[src/rtl/suprloco_dma_pkg.sv]
// Shared types for the SRAM block-transfer engine: FSM states and mode encodings.
package suprloco_dma_pkg;

    typedef enum logic [2:0] {
        ST_IDLE   = 3'd0,
        ST_RD     = 3'd1,
        ST_CAP    = 3'd2,
        ST_WR     = 3'd3,
        ST_FILLWR = 3'd4,
        ST_FIN    = 3'd5
    } state_t;

    localparam logic MODE_COPY = 1'b0;
    localparam logic MODE_FILL = 1'b1;

    function automatic logic is_busy(input state_t s);
        return s inside {ST_RD, ST_CAP, ST_WR, ST_FILLWR};
    endfunction

endpackage

[src/rtl/suprloco_sram_dma.sv]
// Ascending block COPY / FILL engine driving one single-port synchronous SRAM.
// Every output is a flop loaded from the values the next state will present.
module suprloco_sram_dma
    import suprloco_dma_pkg::*;
#(
    parameter int AW = 10,
    parameter int DW = 8,
    parameter int LW = AW + 1
) (
    input  logic          i_MCLK,
    input  logic          i_RST_n,
    input  logic          i_START,
    input  logic          i_MODE,
    input  logic [AW-1:0] i_SRC,
    input  logic [AW-1:0] i_DST,
    input  logic [LW-1:0] i_LEN,
    input  logic [DW-1:0] i_FILLVAL,
    input  logic          i_ABORT,
    output logic          o_BUSY,
    output logic          o_DONE,
    output logic [AW-1:0] o_ADDR,
    output logic [DW-1:0] o_DOUT,
    input  logic [DW-1:0] i_DIN,
    output logic          o_RD,
    output logic          o_WR
);

    localparam logic [LW-1:0] MAX_LEN = LW'(1) << AW;

    state_t        state, state_nxt;
    logic [AW-1:0] src, src_n, dst, dst_n, addr_n;
    logic [LW-1:0] cnt, cnt_n, len_sat;
    logic [DW-1:0] fill, fill_n, dout_n;
    logic          busy_n, done_n, rd_n, wr_n;

    assign len_sat = (i_LEN > MAX_LEN) ? MAX_LEN : i_LEN;

    always_ff @(posedge i_MCLK or negedge i_RST_n) begin
        if (!i_RST_n) begin
            state  <= ST_IDLE;
            src    <= '0;
            dst    <= '0;
            cnt    <= '0;
            fill   <= '0;
            o_BUSY <= 1'b0;
            o_DONE <= 1'b0;
            o_RD   <= 1'b0;
            o_WR   <= 1'b0;
            o_ADDR <= '0;
            o_DOUT <= '0;
        end else begin
            state  <= state_nxt;
            src    <= src_n;
            dst    <= dst_n;
            cnt    <= cnt_n;
            fill   <= fill_n;
            o_BUSY <= busy_n;
            o_DONE <= done_n;
            o_RD   <= rd_n;
            o_WR   <= wr_n;
            o_ADDR <= addr_n;
            o_DOUT <= dout_n;
        end
    end

    always_comb begin
        state_nxt = state;
        case (state)
            ST_IDLE:
                if (i_START) begin
                    if (i_LEN == '0)              state_nxt = ST_FIN;
                    else if (i_MODE == MODE_FILL) state_nxt = ST_FILLWR;
                    else                          state_nxt = ST_RD;
                end
            ST_RD:     state_nxt = ST_CAP;
            ST_CAP:    state_nxt = ST_WR;
            ST_WR:     state_nxt = (cnt == LW'(1)) ? ST_FIN : ST_RD;
            ST_FILLWR: state_nxt = (cnt == LW'(1)) ? ST_FIN : ST_FILLWR;
            ST_FIN:    state_nxt = ST_IDLE;
            default:   state_nxt = ST_IDLE;
        endcase
        // Abort wins over everything while a transfer is in flight.
        if (i_ABORT && is_busy(state))
            state_nxt = ST_IDLE;
    end

    always_comb begin
        src_n  = src;
        dst_n  = dst;
        cnt_n  = cnt;
        fill_n = fill;
        addr_n = o_ADDR;
        dout_n = o_DOUT;
        rd_n   = 1'b0;
        wr_n   = 1'b0;
        busy_n = is_busy(state_nxt);
        done_n = (state_nxt == ST_FIN);

        case (state)
            ST_IDLE:
                if (i_START) begin
                    src_n  = i_SRC;
                    dst_n  = i_DST;
                    cnt_n  = len_sat;
                    fill_n = i_FILLVAL;
                end
            ST_WR: begin
                src_n = src + AW'(1);
                dst_n = dst + AW'(1);
                cnt_n = cnt - LW'(1);
            end
            ST_FILLWR: begin
                dst_n = dst + AW'(1);
                cnt_n = cnt - LW'(1);
            end
            default: ;
        endcase

        // WR is only entered from CAP, where the SRAM read data is on i_DIN.
        case (state_nxt)
            ST_RD: begin
                rd_n   = 1'b1;
                addr_n = src_n;
            end
            ST_WR: begin
                wr_n   = 1'b1;
                addr_n = dst_n;
                dout_n = i_DIN;
            end
            ST_FILLWR: begin
                wr_n   = 1'b1;
                addr_n = dst_n;
                dout_n = fill_n;
            end
            default: ;
        endcase
    end

endmodule

[config.mk]
export PLATFORM = sky130hd
export DESIGN_NAME = suprloco_sram_dma
export DESIGN_NICKNAME = d
export VERILOG_FILES = /design/src/rtl/suprloco_dma_pkg.sv /design/src/rtl/suprloco_sram_dma.sv
export SDC_FILE = /design/constraint.sdc
export NUM_CORES = 1
export LEC_CHECK = 0
export BUFFER_PORTS_ARGS = -buffer_cell sky130_fd_sc_hd__clkbuf_2
export CAP_MARGIN = 20
export CORE_MARGIN = 1.5
export CORE_UTILIZATION = 40
export DETAILED_ROUTE_END_ITERATION = 12
export HOLD_SLACK_MARGIN = 0.08
export MAX_ROUTING_LAYER = met4
export SLEW_MARGIN = 0
export SYNTH_ARGS = -nofsm -noshare
export SYNTH_HDL_FRONTEND = slang
export SYNTH_SLANG_ARGS = --single-unit
export TNS_END_PERCENT = 30
[constraint.sdc]
create_clock -name i_MCLK -period 2.56 [get_ports i_MCLK]
set_clock_uncertainty 0.15 [all_clocks]
set_input_delay 0.512 -clock i_MCLK [delete_from_list [all_inputs] [get_ports i_MCLK]]
set_output_delay 0.512 -clock i_MCLK [all_outputs]
set_load 0.1 [all_outputs]
### Word-level counts from Yosys, hierarchy flattened

Index checks and enable logic that the tools add are counted.

* reduce and logical (&&, ||, !) cells: 11
* magnitude comparators: 1
* add/subtract/negate cells: 3
* muxes and demuxes: 20
* equality and inequality tests: 11

Operators with widths (count)
* one-hot mux 10 bit (2 select lines): 3
* two-way mux 11 bit: 2
* one-hot mux 11 bit (2 select lines): 1
* adder 10 x 1 -> 10 bit (second input constant): 2
* two-way mux 10 bit: 2
* two-way mux 8 bit: 2
* one-hot mux 8 bit (2 select lines): 1
* two-way mux 3 bit: 5
* one-hot mux 3 bit (5 select lines): 1
* == test 3 x 2 -> 1 bit (second input constant): 4
* == test 11 x 1 -> 1 bit (second input constant): 1
* > comparator 11 bit (second input constant): 1
* zero test 11 bit: 1
* subtractor 11 x 1 -> 11 bit (second input constant): 1
* == test 3 bit (second input constant): 3
* nonzero test 4 bit: 2
* == test 3 x 1 -> 1 bit (second input constant): 2
* nonzero test 2 bit: 3
* OR reduction 2 bit: 2
* zero test 3 bit: 1
* two-way mux 1 bit: 3
* inequality test 2 bit (second input constant): 1
* AND reduction 2 bit: 1
* logical AND 1 bit: 1

* input bits: 52
* register bits after elaboration: 64
* logic and storage cells: 57
* output and inout port bits: 22

### Depth between registers and ports, before layout

Gate-level depths: netlist (run 1).

* word-level depth: 8
* depth in mapped cells: 11
* mapped depth without buffers: 8

### Least setup slack after synthesis (run 1)

OpenSTA, ideal clock, no wires.

* path type: input to register
* start point: input port i_LEN[1]
* end point: register o_ADDR[4]
* stages: 8
* setup time: 0.127 ns
* data required time: 2.283 ns
* path buffers: 2
* slack: 0.164 ns
* arrival: 2.119 ns
* cells stage by stage: nor4_1 -> nand4_4 -> and4_1 -> buf_6 -> a2bb2oi_2 -> buf_4 -> nor2b_1 -> a221o_1

* word-level cells in the longest chain between the ends: 8
* elaborated cells between the ends (all ways): 11
* those cells by class: 3 x eq/ne; 5 x mux; 3 x reduce/logical

Ends and longest elaborated chain
* from (decl): line suprloco_sram_dma.sv:16 `input logic [LW-1:0] i_LEN,`
* zero test 11 bit *: line suprloco_sram_dma.sv:71 `if (i_LEN == '0) state_nxt = ST_FIN;`
* two-way mux 3 bit *: line suprloco_sram_dma.sv:71
* two-way mux 3 bit *: line suprloco_sram_dma.sv:70 `if (i_START) begin`
* one-hot mux 3 bit (5 select lines) *: line suprloco_sram_dma.sv:68 `case (state)`
* two-way mux 3 bit *: line suprloco_sram_dma.sv:83 `if (i_ABORT && is_busy(state))`
* == test 3 x 2 -> 1 bit / == test 3 bit (equally long branches): line suprloco_sram_dma.sv:120 `case (state_nxt)`
* OR reduction 2 bit (no source line)
* one-hot mux 10 bit (2 select lines) / nonzero test 2 bit (equally long branches)
* to (signal assigned): line suprloco_sram_dma.sv:61 `o_ADDR <= addr_n;`
* to (decl): line suprloco_sram_dma.sv:21 `output logic [AW-1:0] o_ADDR,`

Mark *: on every way between the ends. The rest lies on a longest branch, timed or not.
A chain may end at the register's enable or synchronous reset.

### Final worst setup path (run 1)

* start point: register state[1]
* end point: register o_ADDR[4]

* elaborated cells between the ends (all ways): 19
* those cells by class: 7 x eq/ne; 6 x mux; 6 x reduce/logical

RTL lines
* from (decl): line suprloco_sram_dma.sv:30 `state_t state, state_nxt;`
* from (signal assigned): line suprloco_sram_dma.sv:52 `state <= state_nxt;`
* == test 3 x 2 -> 1 bit / == test 3 bit (equally long branches): line suprloco_sram_dma.sv:99 `case (state)`
* OR reduction 2 bit (no source line)
* one-hot mux 10 bit (2 select lines) *: line suprloco_sram_dma.sv:99
* net dst_n[4]: line suprloco_sram_dma.sv:31 `logic [AW-1:0] src, src_n, dst, dst_n, addr_n;`
* one-hot mux 10 bit (2 select lines) *: line suprloco_sram_dma.sv:120

Mark *: on every way through the listed nets, which the timed path passes. The rest lies on a longest branch.

==> impl_metrics.ini, run 1 <==
[clock_network]
cts_tree = yes
root_buffer = clkbuf_8
cts.sinks = 64
cts_max_level = 3
cts_buffer_depth = 2
path_clk_slew_ps = 70
clk_latency_ps = 330
post_cts_buffers = 0
cts-buffers-inserted = 9

[detailed_routing]
viasPerCell = 5.587
routed-wl-met2_um = 4018
via_count = 3190
wl_per_cell_um = 16.06
met1Wirelength_um = 4588
dr_wl_met3_um = 448
drc = 0
routed.top_layer = met4
drt_iter0_drc = 205
routed_wl_um = 9168
drt.antenna.violating_nets = 0
drt-pass1-iter-count = 5

[global_route]
grt_pass1_vias = 2965
grt_max_degree = 65
grt_pass1_wl_um = 14840
grt.total_usage_pct = 21.67
grt_overflow = 0
antenna_found_initial = 0

[final_layout]
instances_no_fill = 571
antenna_cells = 0
fin_util_pct = 51.58
syn2layout_area_growth_pct = 22.96
finalInstanceArea_um2 = 4302
final_cell_mix = clkbuf_2, dfrtp_1, nand2_1, o21ai_0, buf_4
drive_above_1_share_pct = 28.54
layout.nets = 518
layout.cells.most_common = clkbuf_2

[placed_design]
preCtsSetupSlack_ps = 19.95
dp_cells = 555
dpl.hpwl_um = 6796
dpl_cell_area_um2 = 4101
gp_congestion = 0.8486
io_buffers = 73

[die]
ioPinCount = 74
die_height_um = 96.52
placement_rows = 33
dieArea_um2 = 9316
core_um2 = 8341
die_w_um = 96.52
start_util_pct = 41.94

[timing]
relSlewSlack_pct = 62.71
finalHoldViolCount = 0
fmax_mhz = 405.1
worst_pin_slew_ps = 561.8
fin_ws_ps = 91.57
period_needed_ps = 2468
post-route-period-util_pct = 96.42
rsz0062_at_grt = false
whs_ps = 238.7
final-setup-viol-count = 0
tns_ps = 0
slew_violations = 0

[critical_path]
crit_arrival_ps = 2530
rr_endpoint = o_ADDR[4]$_DFFE_PN0P_
r2r-start = state[1]$_DFF_PN0_
rrSetupSlack_ps = 90
cp-startpoint = state[1]$_DFF_PN0_
startpoint_type = register
crit_path_end = o_ADDR[4]$_DFFE_PN0P_
cp.required_ps = 2630
cp_max_fo = 7
path_class = register to register
reg2regPathDepth = 7
end_kind = register

[run_status]
status = finished, final reports clean

[synth]
synth_seq_area_share_pct = 45.78
netlist_top_cells_area = dfrtp_1, nand2_1, a221o_1, o21ai_0, mux2i_1
synth_top_area_cell = dfrtp_1
synth_nets = 426
yosysUniqueCellTypes = 56
synth_area_per_cell_um2 = 9.455
yosys_warnings = 0
syn-cell-area_um2 = 3498
synth_cells = 370
synth_top_area_share_pct = 45.78
synth-edff-count = 0
async_reset_ff_share_pct = 100.0
synth_flop_cell = dfrtp_1
synth-seq-cells = 64

[flow_run]
drv_cap = 0

[power]
p_per_area_nw_per_um2 = 1471
power_mw = 6.328
max-vdd-ir-drop_mv = 0.8649
leakagePower_nw = 2.076

[hold_path]
hp-class = primary input to register
-- how the worst min path moves through the flow --
stage / slack [ps] / start / end / cells past startpoint
2_1_floorplan: 70 / i_RST_n / cnt[0]$_DFFE_PN0P_ / 0
3_3_place_gp: 310 / fill[4]$_DFF_PN0_ / fill[4]$_DFF_PN0_ / 2
3_5_place_dp: 310 / fill[4]$_DFF_PN0_ / fill[4]$_DFF_PN0_ / 2
4_1_cts: 230 / i_FILLVAL[4] / fill[4]$_DFF_PN0_ / 3
5_1_grt: 240 / i_FILLVAL[4] / fill[4]$_DFF_PN0_ / 3
6_report: 240 / i_FILLVAL[4] / fill[4]$_DFF_PN0_ / 3
-- Yosys cell counts, types with 5 or more instances --
cell type	count
o21ai_0	27
a221o_1	21
nand3_1	10
nand2_1	60
o211ai_1	5
a31oi_1	6
clkbuf_1	7
a21oi_1	19
buf_2	7
inv_1	9
nor2_1	23
nor4_1	6
nor3_1	10
dfrtp_1	64
and3_1	6
nor2b_1	8
mux2i_1	10
-- what timing repair did --
item,CTS,global route
endpoints found under the hold margin,64,0
gates resized for setup,0,4
hold buffers,1,0
endpoints found under the setup margin,0,10
-- logic make-up (layout without fill, tap and decap cells) --
group	Yosys count	in the layout	synth area share (%)
AOI/OAI and AO/OA	103	103	21.28
buffers and inverters	31	127	4.757
xor gates and xnor gates	2	2	0.5008
muxes	12	12	3.505
DFF	64	64	45.78
and+or+nand+nor	153	153	22.43
adders and majority gates	5	5	1.753
-- layer usage --
layer	global-route usage, %	vias to the layer above
li1	-	1543
met1	31.56	1533
met2	30.94	106
met3	3.208	8
met4	6.884	0
met5	-	-
-- registers in the layout, indices dropped and copies added (netlist names) --
register,count
dst,10
fill,8
cnt,11
state,3
o_WR,1
o_RD,1
o_ADDR,10
src,10
o_BUSY,1
o_DONE,1
o_DOUT,8
-- final cells by class --
type,instances,area [um2]
Clock inverter,3,17.52
Fill cell,795,4039
Clock buffer,12,155.1
Sequential cell,64,1602
Multi-Input combinational cell,275,1748
Tap cell,105,131.4
Inverter,10,37.54
Timing Repair Buffer,102,610.6
-- power breakdown --
part           leakage (nW)  internal, mW  switching, mW
combinational          1.19          1.18           2.49
sequential            0.801          1.49          0.394
clock                0.0882         0.396          0.381
total                  2.08          3.07           3.26
-- critical path, stage by stage (launching register included) --
cell and delay [ps]:
dfrtp_1 440, buf_4 190, and3b_1 250, or2_2 380, a21bo_2 210, a221o_1 330
nor2b_1 150, a221o_1 260
Power figures use the tool's default switching activity.
==> run 2, diff against run 1 <==
- CORE_MARGIN: 1.5 -> 5
==> run 2 against run 1 <==
Non-clock buffer count stayed put. Clock-buffer cell count decreased by 1. Clock power up 14%. First-iteration DRC count down 22%. Register-to-register slack gained 30 ps. Critical path type unchanged. Setup slack improved by 31 ps. Die area increased by 15%. Final cell count rose by 0.70%.
==> impl_metrics.ini, run 2 (same netlist as run 1, synthesis figures left out) <==
[global_route]
grt.total_usage_pct = 18.04
antenna_found_initial = 0
grt_pass1_vias = 3140
grt_pass1_wl_um = 15450
grt_overflow = 0
grt_max_degree = 65

[final_layout]
fin_util_pct = 50.32
layout.cells.most_common = clkbuf_2
syn2layout_area_growth_pct = 24.21
largest_reg_flops = 11
antenna_cells = 0
drive_above_1_share_pct = 28.91
layout.nets = 518
top_register = cnt
final_cell_mix = clkbuf_2, dfrtp_1, nand2_1, o21ai_0, buf_4

[die]
ioPinCount = 74
start_util_pct = 40.51
die_w_um = 103.5
core_um2 = 8636
dieArea_um2 = 10720
placement_rows = 34
die_height_um = 103.5

[detailed_routing]
drt-pass1-iter-count = 5
drt.antenna.violating_nets = 0
drt_iter0_drc = 160
via_count = 3152
drc = 0
routed_wl_um = 9346
wl_per_cell_um = 16.25
viasPerCell = 5.482

[timing]
finalHoldViolCount = 0
rsz0062_at_grt = false
worst_pin_slew_ps = 561.5
relSlewSlack_pct = 62.73
slew_violations = 0
tns_ps = 0
period_needed_ps = 2438
post-route-period-util_pct = 95.22
final-setup-viol-count = 0
fmax_mhz = 410.2

[hold_path]
hp-class = primary input to register
hold_end = fill[0]$_DFF_PN0_
min_from = i_FILLVAL[0]
whs_path_depth = 3

[power]
max-vdd-ir-drop_mv = 0.8729
swShare_pct = 50.94
power_mw = 6.464
internal-power_mw = 3.172
clkPwrFrac_pct = 13.7
seqPwrFrac_pct = 28.8
p_per_area_nw_per_um2 = 1488
p_sw_mw = 3.293
leakagePower_nw = 2.091
p_comb_share_pct = 57.5

[critical_path]
rrSetupSlack_ps = 120
r2r-start = state[1]$_DFF_PN0_
startpoint_type = register
path_class = register to register
cp.required_ps = 2640
crit_arrival_ps = 2510
reg2regPathDepth = 7
cp_top_family = compound AO/OA/AOI/OAI gates
crit_buf_inv = 1
end_kind = register
cp_max_fo = 16
cp-startpoint = state[1]$_DFF_PN0_
cpMaxStageDelayCell = dfrtp_1
cp_cell_sequence = buf_4 > or3b_1 > a21o_1 > a21o_1 > a221o_1 > nor2b_1 > a221o_1
cpPeakStageDelay_ps = 430
rr_endpoint = o_ADDR[3]$_DFFE_PN0P_

[placed_design]
gp_congestion = 0.8988
dpl.hpwl_um = 6879
io_buffers = 73

[clock_network]
cts-buffers-inserted = 9
path_clk_slew_ps = 70
cts_tree = yes
cts.sinks = 64
root_buffer = clkbuf_8
clk_latency_ps = 350
cts_max_level = 3
cts_buffer_depth = 2

[run_status]
status = finished, final reports clean

[flow_run]
drv_cap = 0
[run 2: worst max path at each step]
| stage | to | slack (ps) | cells after the start |
|---|---|---|---|
| 6_report | o_ADDR[3]$_DFFE_PN0P_ | 120 | 7 |
| 2_1_floorplan | o_ADDR[4]$_DFFE_PN0P_ | 160 | 8 |
| 3_5_place_dp | o_ADDR[3]$_DFFE_PN0P_ | 9 | 8 |
| 4_1_cts | o_ADDR[4]$_DFFE_PN0P_ | 30 | 7 |
| 3_3_place_gp | o_ADDR[3]$_DFFE_PN0P_ | 20 | 8 |
| 5_1_grt | o_ADDR[3]$_DFFE_PN0P_ | 5 | 6 |
[run 2: metal layers]
metal  GRT usage, %  share of wire (%)  vias up
met5              -                  0        -
met4          5.811                1.2        0
met3          4.353                4.9       10
met2          26.09                 46       94
met1          24.93                 48     1499
li1               -                  -     1549
[run 2: power by group through the flow]
stage / Sequential [mW] / Combinational, mW / Clock [mW]
after floorplan: 2.84 / 1.80 / 0
after global placement: 1.86 / 3.67 / 0
after detailed placement: 1.86 / 3.70 / 0
after CTS: 1.86 / 3.72 / 0.907
after global routing: 1.93 / 4.04 / 0.950
final: 1.86 / 3.72 / 0.884
[run 2: worst register-to-register path, stage by stage, from the launching register on]
cell	delay, ps
dfrtp_1	430
buf_4	210
or3b_1	400
a21o_1	260
a21o_1	190
a221o_1	310
nor2b_1	140
a221o_1	260
[run 2: cell type report]
class,count,area [um2]
Sequential cell,64,1602
Tap cell,108,135.1
Clock inverter,5,56.30
Inverter,10,37.54
Multi-Input combinational cell,275,1747
Fill cell,816,4290
Timing Repair Buffer,102,626.9
Clock buffer,11,141.4
[run 2: metrics by stage]
step,cell area (um2),setup slack (ps),hold slack (ps),cells
5_1_grt,4345,5.096,235.7,575
6_report,4345,122.4,234.2,575
3_5_place_dp,4118,9.491,309.2,558
4_1_cts,4332,33.31,220.3,575
3_3_place_gp,4118,23.59,306.9,558
2_1_floorplan,3498,164.1,66.41,370
[run 2: timing repair]
item	4_1_cts	5_1_grt
endpoints found under the hold margin	64	0
hold buffers	1	0
setup buffers	0	0
resized for setup	1	7
setup endpoints to repair	6	14
